[src/rtl/os_input_framer.sv]
// os_input_framer: overlap-save framer that buffers an I/Q stream and emits NFFT-sample blocks with 50% overlap.
// The buffer holds two blocks so that input keeps arriving while the FFT is busy.
module os_input_framer #(
   parameter int NFFT = 32,
   parameter int LOGN = 5,
   parameter int NB   = 9,
   parameter int NBF  = 7
) (
   input  logic          i_clk,
   input  logic          i_rst,
   input  logic          i_valid,
   input  logic [NB-1:0] i_xI,
   input  logic [NB-1:0] i_xQ,
   input  logic          i_ready,
   output logic          o_valid,
   output logic          o_start,
   output logic [NB-1:0] o_xI,
   output logic [NB-1:0] o_xQ,
   output logic          o_overflow
);
   localparam int HOP   = NFFT / 2;
   localparam int DEPTH = 2 * NFFT;
   localparam int AW    = LOGN + 1;
   localparam int FW    = LOGN + 2;

   if (NFFT != (1 << LOGN) || NBF >= NB) begin : g_param_err
      $error("os_input_framer: inconsistent NFFT/LOGN or NBF");
   end

   typedef enum logic {S_IDLE, S_SEND} state_t;

   logic [2*NB-1:0] buf_q [DEPTH];
   logic [AW-1:0]   wr_ptr_q, rd_base_q, rd_addr;
   logic [LOGN-1:0] idx_q;
   logic [FW-1:0]   fill_q, fill_d;
   state_t          state_q;
   logic            wr_en, drop, emit, last;

   always_comb begin
      wr_en   = i_valid && (fill_q < FW'(DEPTH));
      drop    = i_valid && !wr_en;
      emit    = (state_q == S_SEND) && i_ready;
      last    = emit && (idx_q == LOGN'(NFFT - 1));
      rd_addr = rd_base_q + AW'(idx_q);
      fill_d  = fill_q + FW'(wr_en) - (last ? FW'(HOP) : '0);
   end

   // Reset starts rd_base one hop behind wr_ptr so the first block's overlap half reads zeros.
   always_ff @(posedge i_clk or posedge i_rst) begin
      if (i_rst) begin
         for (int i = 0; i < DEPTH; i++) buf_q[i] <= '0;
         wr_ptr_q   <= '0;
         rd_base_q  <= AW'(DEPTH - HOP);
         idx_q      <= '0;
         fill_q     <= FW'(HOP);
         state_q    <= S_IDLE;
         o_valid    <= 1'b0;
         o_start    <= 1'b0;
         o_xI       <= '0;
         o_xQ       <= '0;
         o_overflow <= 1'b0;
      end else begin
         if (wr_en) begin
            buf_q[wr_ptr_q] <= {i_xI, i_xQ};
            wr_ptr_q        <= wr_ptr_q + AW'(1);
         end
         fill_q     <= fill_d;
         o_overflow <= drop;
         o_valid    <= emit;
         o_start    <= emit && (idx_q == '0);
         if (emit) begin
            {o_xI, o_xQ} <= buf_q[rd_addr];
            idx_q        <= idx_q + LOGN'(1);
         end
         if (last) rd_base_q <= rd_base_q + AW'(HOP);
         if (state_q == S_IDLE && fill_q >= FW'(NFFT) && i_ready) begin
            state_q <= S_SEND;
            idx_q   <= '0;
         end else if (last) begin
            state_q <= S_IDLE;
         end
      end
   end
endmodule

[config.mk]
export PLATFORM = sky130hd
export DESIGN_NAME = os_input_framer
export DESIGN_NICKNAME = d
export VERILOG_FILES = /design/src/rtl/os_input_framer.sv
export SDC_FILE = /design/constraint.sdc
export NUM_CORES = 2
export LEC_CHECK = 0
export BUFFER_PORTS_ARGS = -buffer_cell sky130_fd_sc_hd__buf_2
export CAP_MARGIN = 0
export CELL_PAD_IN_SITES_DETAIL_PLACEMENT = 0
export CELL_PAD_IN_SITES_GLOBAL_PLACEMENT = 1
export CORE_UTILIZATION = 50
export DETAILED_ROUTE_END_ITERATION = 8
export PLACE_DENSITY_LB_ADDON = 0.25
export REMOVE_ABC_BUFFERS = 1
export SYNTH_ARGS = -nofsm -noshare
export SYNTH_HDL_FRONTEND = slang
export SYNTH_SLANG_ARGS = --single-unit
[constraint.sdc]
create_clock -name i_clk -period 38.4 [get_ports i_clk]
set_input_delay 1.92 -clock i_clk [delete_from_list [all_inputs] [get_ports i_clk]]
set_output_delay 1.92 -clock i_clk [all_outputs]
set_load 0.05 [all_outputs]
# --- After elaboration in Yosys (flattened, before gate mapping) ---
# Cells that the tools add are included.
word_totals:
  reg_bits: 1198
  word_cells: 112
op_classes:
  addsub: 6
  n_lt_le_gt_ge: 5
  n_eq_ne: 1
  muxes: 11
  n_bitwise: 3
  reduce_logical: 12
ops:
  columns: ["operator", "n"]
  rows:
  - ["1152-bit bitwise mux", 1]
  - ["18-bit binary-select mux with 6-bit select", 1]
  - ["18-bit demux with 6-bit select", 1]
  - ["18-bit two-way mux", 3]
  - ["5-bit two-way mux", 3]
  - ["7-bit greater-or-equal comparator (second input constant)", 2]
  - ["6-bit NOT with 7-bit output", 2]
  - ["1-bit logical AND", 8]
  - ["7-bit by 1-bit adder with 7-bit output", 1]
  - ["7-bit by 6-bit greater-or-equal comparator with 1-bit output (second input constant)", 1]
  - ["7-bit by 1-bit less-than comparator with 1-bit output (second input constant)", 1]
  - ["7-bit less-than comparator (second input constant)", 1]
  - ["7-bit by 5-bit subtractor with 7-bit output", 1]
  - ["6-bit by 1-bit adder with 6-bit output (second input constant)", 1]
  - ["6-bit by 5-bit adder with 6-bit output", 1]
  - ["6-bit by 5-bit adder with 6-bit output (second input constant)", 1]
  - ["5-bit by 1-bit adder with 5-bit output (second input constant)", 1]
  - ["5-bit == test (second input constant)", 1]
  - ["5-bit logical NOT", 1]
  - ["2-bit nonzero test", 2]
  - ["1-bit two-way mux", 2]
  - ["1-bit logical NOT", 1]
  - ["1-bit NOT", 1]

# --- Logic depth before layout (Yosys ltp) ---
logic_depth:
  ltp_word: 6
  ltp_mapped: 14
  ltp_nobuf: 11

# --- Least setup slack after synthesis ---
# No wires, ideal clock.
synth_path:
  path_type: "in2reg"
  start: "input port i_valid"
  end: "register buf_q[558] (netlist bit)"
  arrival_time_ps: 3476
  setup_slack_ps: 34799
  cell_stages: 6
  path_cell_list: "nand2_2 or3_1 buf_2 nor2_2 buf_2 mux2_2"
synth_via:
  elab_chain_cells: 1
synth_lines:
  columns: ["element", "line", "text"]
  rows:
  - ["start, declared", "11", "input logic i_valid,"]
  - ["1-bit logical AND", "40", "wr_en = i_valid && (fill_q < FW'(DEPTH));"]
  - ["end signal, assigned by index", "64", "buf_q[wr_ptr_q] <= {i_xI, i_xQ};"]
  - ["end, declared", "32", "logic [2*NB-1:0] buf_q [DEPTH];"]
# No other way between the ends.
# A chain may end at the register's enable or synchronous reset.

==> tab_implementation.tex <==
\begin{tabular}{lr}
\hline
Metric & Value \\
\hline
\multicolumn{2}{l}{\textbf{Outcome}} \\
Outcome & finished, final reports clean \\
\multicolumn{2}{l}{\textbf{Timing}} \\
Count of final max-slew check failures & 0 \\
Final number of hold-violating endpoints & 0 \\
Final worst path period need & approximately 5600 ps \\
Period Utilization, post-route & roughly 15\% \\
Slew headroom & approximately an eighth \\
Setup-failing EPs final & 0 \\
Total negative slack & 0 ps \\
Maximum clock rate & roughly 180 MHz \\
Clock Skews & about 29 ps \\
Unrepaired setup endpoints after global routing & no \\
Slew of the pin with the lowest slew margin & around 1300 ps \\
\multicolumn{2}{l}{\textbf{CTS}} \\
Clock insertion delay at the later pin of the skew report & roughly 750 ps \\
Number of sinks on the clock net & approximately 1,200 \\
Post-CTS Setup Repair Bufs & 0 \\
Maximum clock path buffer count & 3 \\
H-Tree Level Count & 4 \\
Clock tree root driver cell & clkbuf\_16 \\
Register clock-pin slew on the reported worst setup and hold paths & around 60 ps \\
Cts repair resizes & 0 \\
Clock tree from TritonCTS & built \\
Number of buffers added by the clock tree synthesis step & approximately 130 \\
Hold\_buf cts & 0 \\
\multicolumn{2}{l}{\textbf{Finish}} \\
Share of cells above drive strength 1 & between 50 and 60\% \\
Commonest non-fill, non-tap cell in the layout & dfrtp\_1 \\
Final Instance Count excl. Fillers & $\sim$5,000 \\
Net count, final & $\sim$3,600 \\
Area Growth Syn to Fin & 10.0\% \\
Top library cells by usage in the layout, fill and taps aside & dfrtp\_1, mux2\_2, mux4\_2 \\
\multicolumn{2}{l}{\textbf{Floorplanning}} \\
Number of core rows & 120 \\
Die outline height & 332 um \\
DIE WIDTH & about 330 um \\
Placeable core region & around 110,000 um\^{}2 \\
Initial Util & roughly 50\% \\
Die footprint & 111,000 um\^{}2 \\
Count of pins on the block boundary & between 40 and 50 \\
\multicolumn{2}{l}{\textbf{Power and ir drop}} \\
Leakage power of the design & between 20 and 30 nW \\
Peak VDD IR & around 0.047 mV \\
Power per standard cell area & between 60 and 70 nW/um\^{}2 \\
\multicolumn{2}{l}{\textbf{GRT}} \\
First-pass GRT wire length & around 230,000 um \\
Number of antenna violations at the first check in global routing & 8 \\
Total congestion overflow after global routing & 0 \\
Number of global-route vias before repair & between 30,000 and 40,000 \\
Largest net degree at the start of global routing & 201 \\
GRT Util Overall & around 28\% \\
\multicolumn{2}{l}{\textbf{Setup path}} \\
Critical path, cell by cell & buf\_2 -> inv\_8 -> buf\_4 -> buf\_4 -> buf\_4 -> buf\_4 \\
Max stage delay on crit path & between 800 and 900 ps \\
CP endpoint kind & asynchronous set/reset pin \\
Crit-path slowest cell & buf\_4 \\
Worst path bufs/invs & 6 \\
Worst Path Class, Setup & input pin to asynchronous set/reset pin \\
Critical path data arrival time & about 6300 ps \\
Cell class contributing the biggest share of worst-path delay & buffers and inverters \\
Cell repeated most along the worst path & buf\_4 \\
Startpoint kind of the worst setup timing path & input pin \\
Critical-path maximum fanout & $\sim$130 \\
Worst path required time & between 30,000 and 40,000 ps \\
\multicolumn{2}{l}{\textbf{Yosys}} \\
Synth warn & 0 \\
Gate count of the mapped netlist & around 3,600 \\
Synth cell types & 67 \\
Syn Area/Cell & about 15 um\^{}2 \\
Synthesized flop and latch total & roughly 1,200 \\
Number of enable-type register cells in the synthesized netlist & 0 \\
Async set-reset flop share out of synthesis & between 90\% and 100\% \\
Most used flip-flop cell after synthesis & dfrtp\_1 \\
Post-synth design cell area & roughly 55,000 um\^{}2 \\
Sequential cell area fraction in the yosys report & 54.7\% \\
\multicolumn{2}{l}{\textbf{Flow run}} \\
\# Max-Cap Violations & 0 \\
\multicolumn{2}{l}{\textbf{Hold path}} \\
Min-delay worst type & register to register \\
\multicolumn{2}{l}{\textbf{Detailed routing}} \\
Number of vias in the routed layout & between 30,000 and 40,000 \\
Remaining antenna violation count after routing & 0 \\
DRC violations left & 0 \\
Routed vias/inst & roughly 6.3 \\
Number of detailed-routing iterations run before antenna repair & 5 \\
Total wire length & around 150,000 um \\
Routed wire length per instance & 30.0 um \\
Iter 0 DRT Violations & roughly 2,500 \\
\multicolumn{2}{l}{\textbf{Placement}} \\
Routability congestion estimate & between 0.8 and 0.9 \\
Detail Placement HPWL & between 90,000 and 100,000 um \\
Number of port buffers & 42 \\
Dpl cells & 4,807 \\
\hline
\end{tabular}
## cell usage after synthesis (all sizes together) (8+ instances only)
cell type | number | area [um^2]
o21ai | 9 | 45.0
mux2i | 75 | 751
or3 | 15 | 93.8
dfrtp | 1191 | 29800
a22o | 14 | 123
clkbuf | 135 | 507
o221ai | 24 | 210
nand3 | 35 | 180
a221o | 11 | 110
ha | 15 | 188
nand2 | 114 | 460
a21oi | 29 | 145
buf | 185 | 1050
o22ai | 12 | 75.1
a32oi | 10 | 87.6
inv | 16 | 60.1
nor2b | 12 | 75.1
nand4 | 13 | 81.3
nor3 | 14 | 164
a211oi | 8 | 60.1
a22oi | 19 | 143
a211o | 10 | 87.6
mux2 | 1188 | 13400
mux4 | 244 | 5500
a221oi | 19 | 173
xnor2 | 9 | 78.8
nor2 | 90 | 403
## area by class of cell
cell class,instances,area (um^2)
fill,8396,47600
sequential,1194,29900
multi-input combinational,2052,23100
clock buffer,200,3950
tap,1403,1760
timing repair buffer,139,963
clock inverter,26,303
inverter,19,78.8
antenna,2,5.00
## per-stage QoR
stage          utilization, %  hold slack [ps]  worst slack, ps  power (mW)  cell area [um^2]
2_1_floorplan               -              452             2850        2.14             53000
3_3_place_gp             51.8              462            32100        2.40             55800
3_5_place_dp             51.8              471            31800        2.43             55800
4_1_cts                  55.8              484            32570        3.68             60100
5_1_grt                  55.8              510            32030        3.80             60100
6_report                 55.8              480            32790        3.66             60100
## registers in the layout, summed over array words and instances, names as in the netlist
signal,flops
o_xI,9
o_valid,1
idx_q,5
fill_q,7
state_q,1
buf_q,1152
o_start,1
wr_ptr_q,6
o_xQ,9
rd_base_q,2
o_overflow,1
## report_power, final
part / switching, mW / leakage (nW) / internal (mW)
sequential: 0.108 / 16.4 / 1.39
combinational: 0.563 / 10.4 / 0.349
clock: 0.504 / 2.08 / 0.746
total: 1.18 / 28.9 / 2.49
## kinds of logic after synthesis
logic type,count (synthesis),share of synthesized area [%]
multiplexers,1507,35.9
flip-flops,1194,54.7
buffers and inverters,339,2.98
AND/OR/NAND/NOR,320,3.03
AO/OA/AOI/OAI,196,2.75
adder cells (fa/ha/maj),15,0.344
XOR/XNOR,14,0.225
## worst paths after layout
check                                          start                       to  slack [ps]  depth (start not counted)
worst max-delay path                           i_rst  buf_q[1147]$_DFFE_PP0P_       32790                          6
worst min-delay path             fill_q[0]$_DFF_PP0_      fill_q[0]$_DFF_PP0_         480                          1
worst max register to register  idx_q[0]$_DFFE_PP0P_      o_xQ[2]$_DFFE_PP0P_       33670                          8
worst min register to register   fill_q[0]$_DFF_PP0_      fill_q[0]$_DFF_PP0_         480                          1
max in group i_clk              idx_q[0]$_DFFE_PP0P_      o_xQ[2]$_DFFE_PP0P_       33670                          8
min in group asynchronous                      i_rst   buf_q[305]$_DFFE_PP0P_        1370                          2
## layer usage
layer	GRT usage, %	routed length [um]	vias to the layer above
li1	-	-	13200
met1	37.5	63300	17400
met2	45.3	73100	918
met3	5.46	9020	304
met4	11.3	5750	4
met5	0	24	-
No activity file was read; power rests on OpenSTA's default activity.
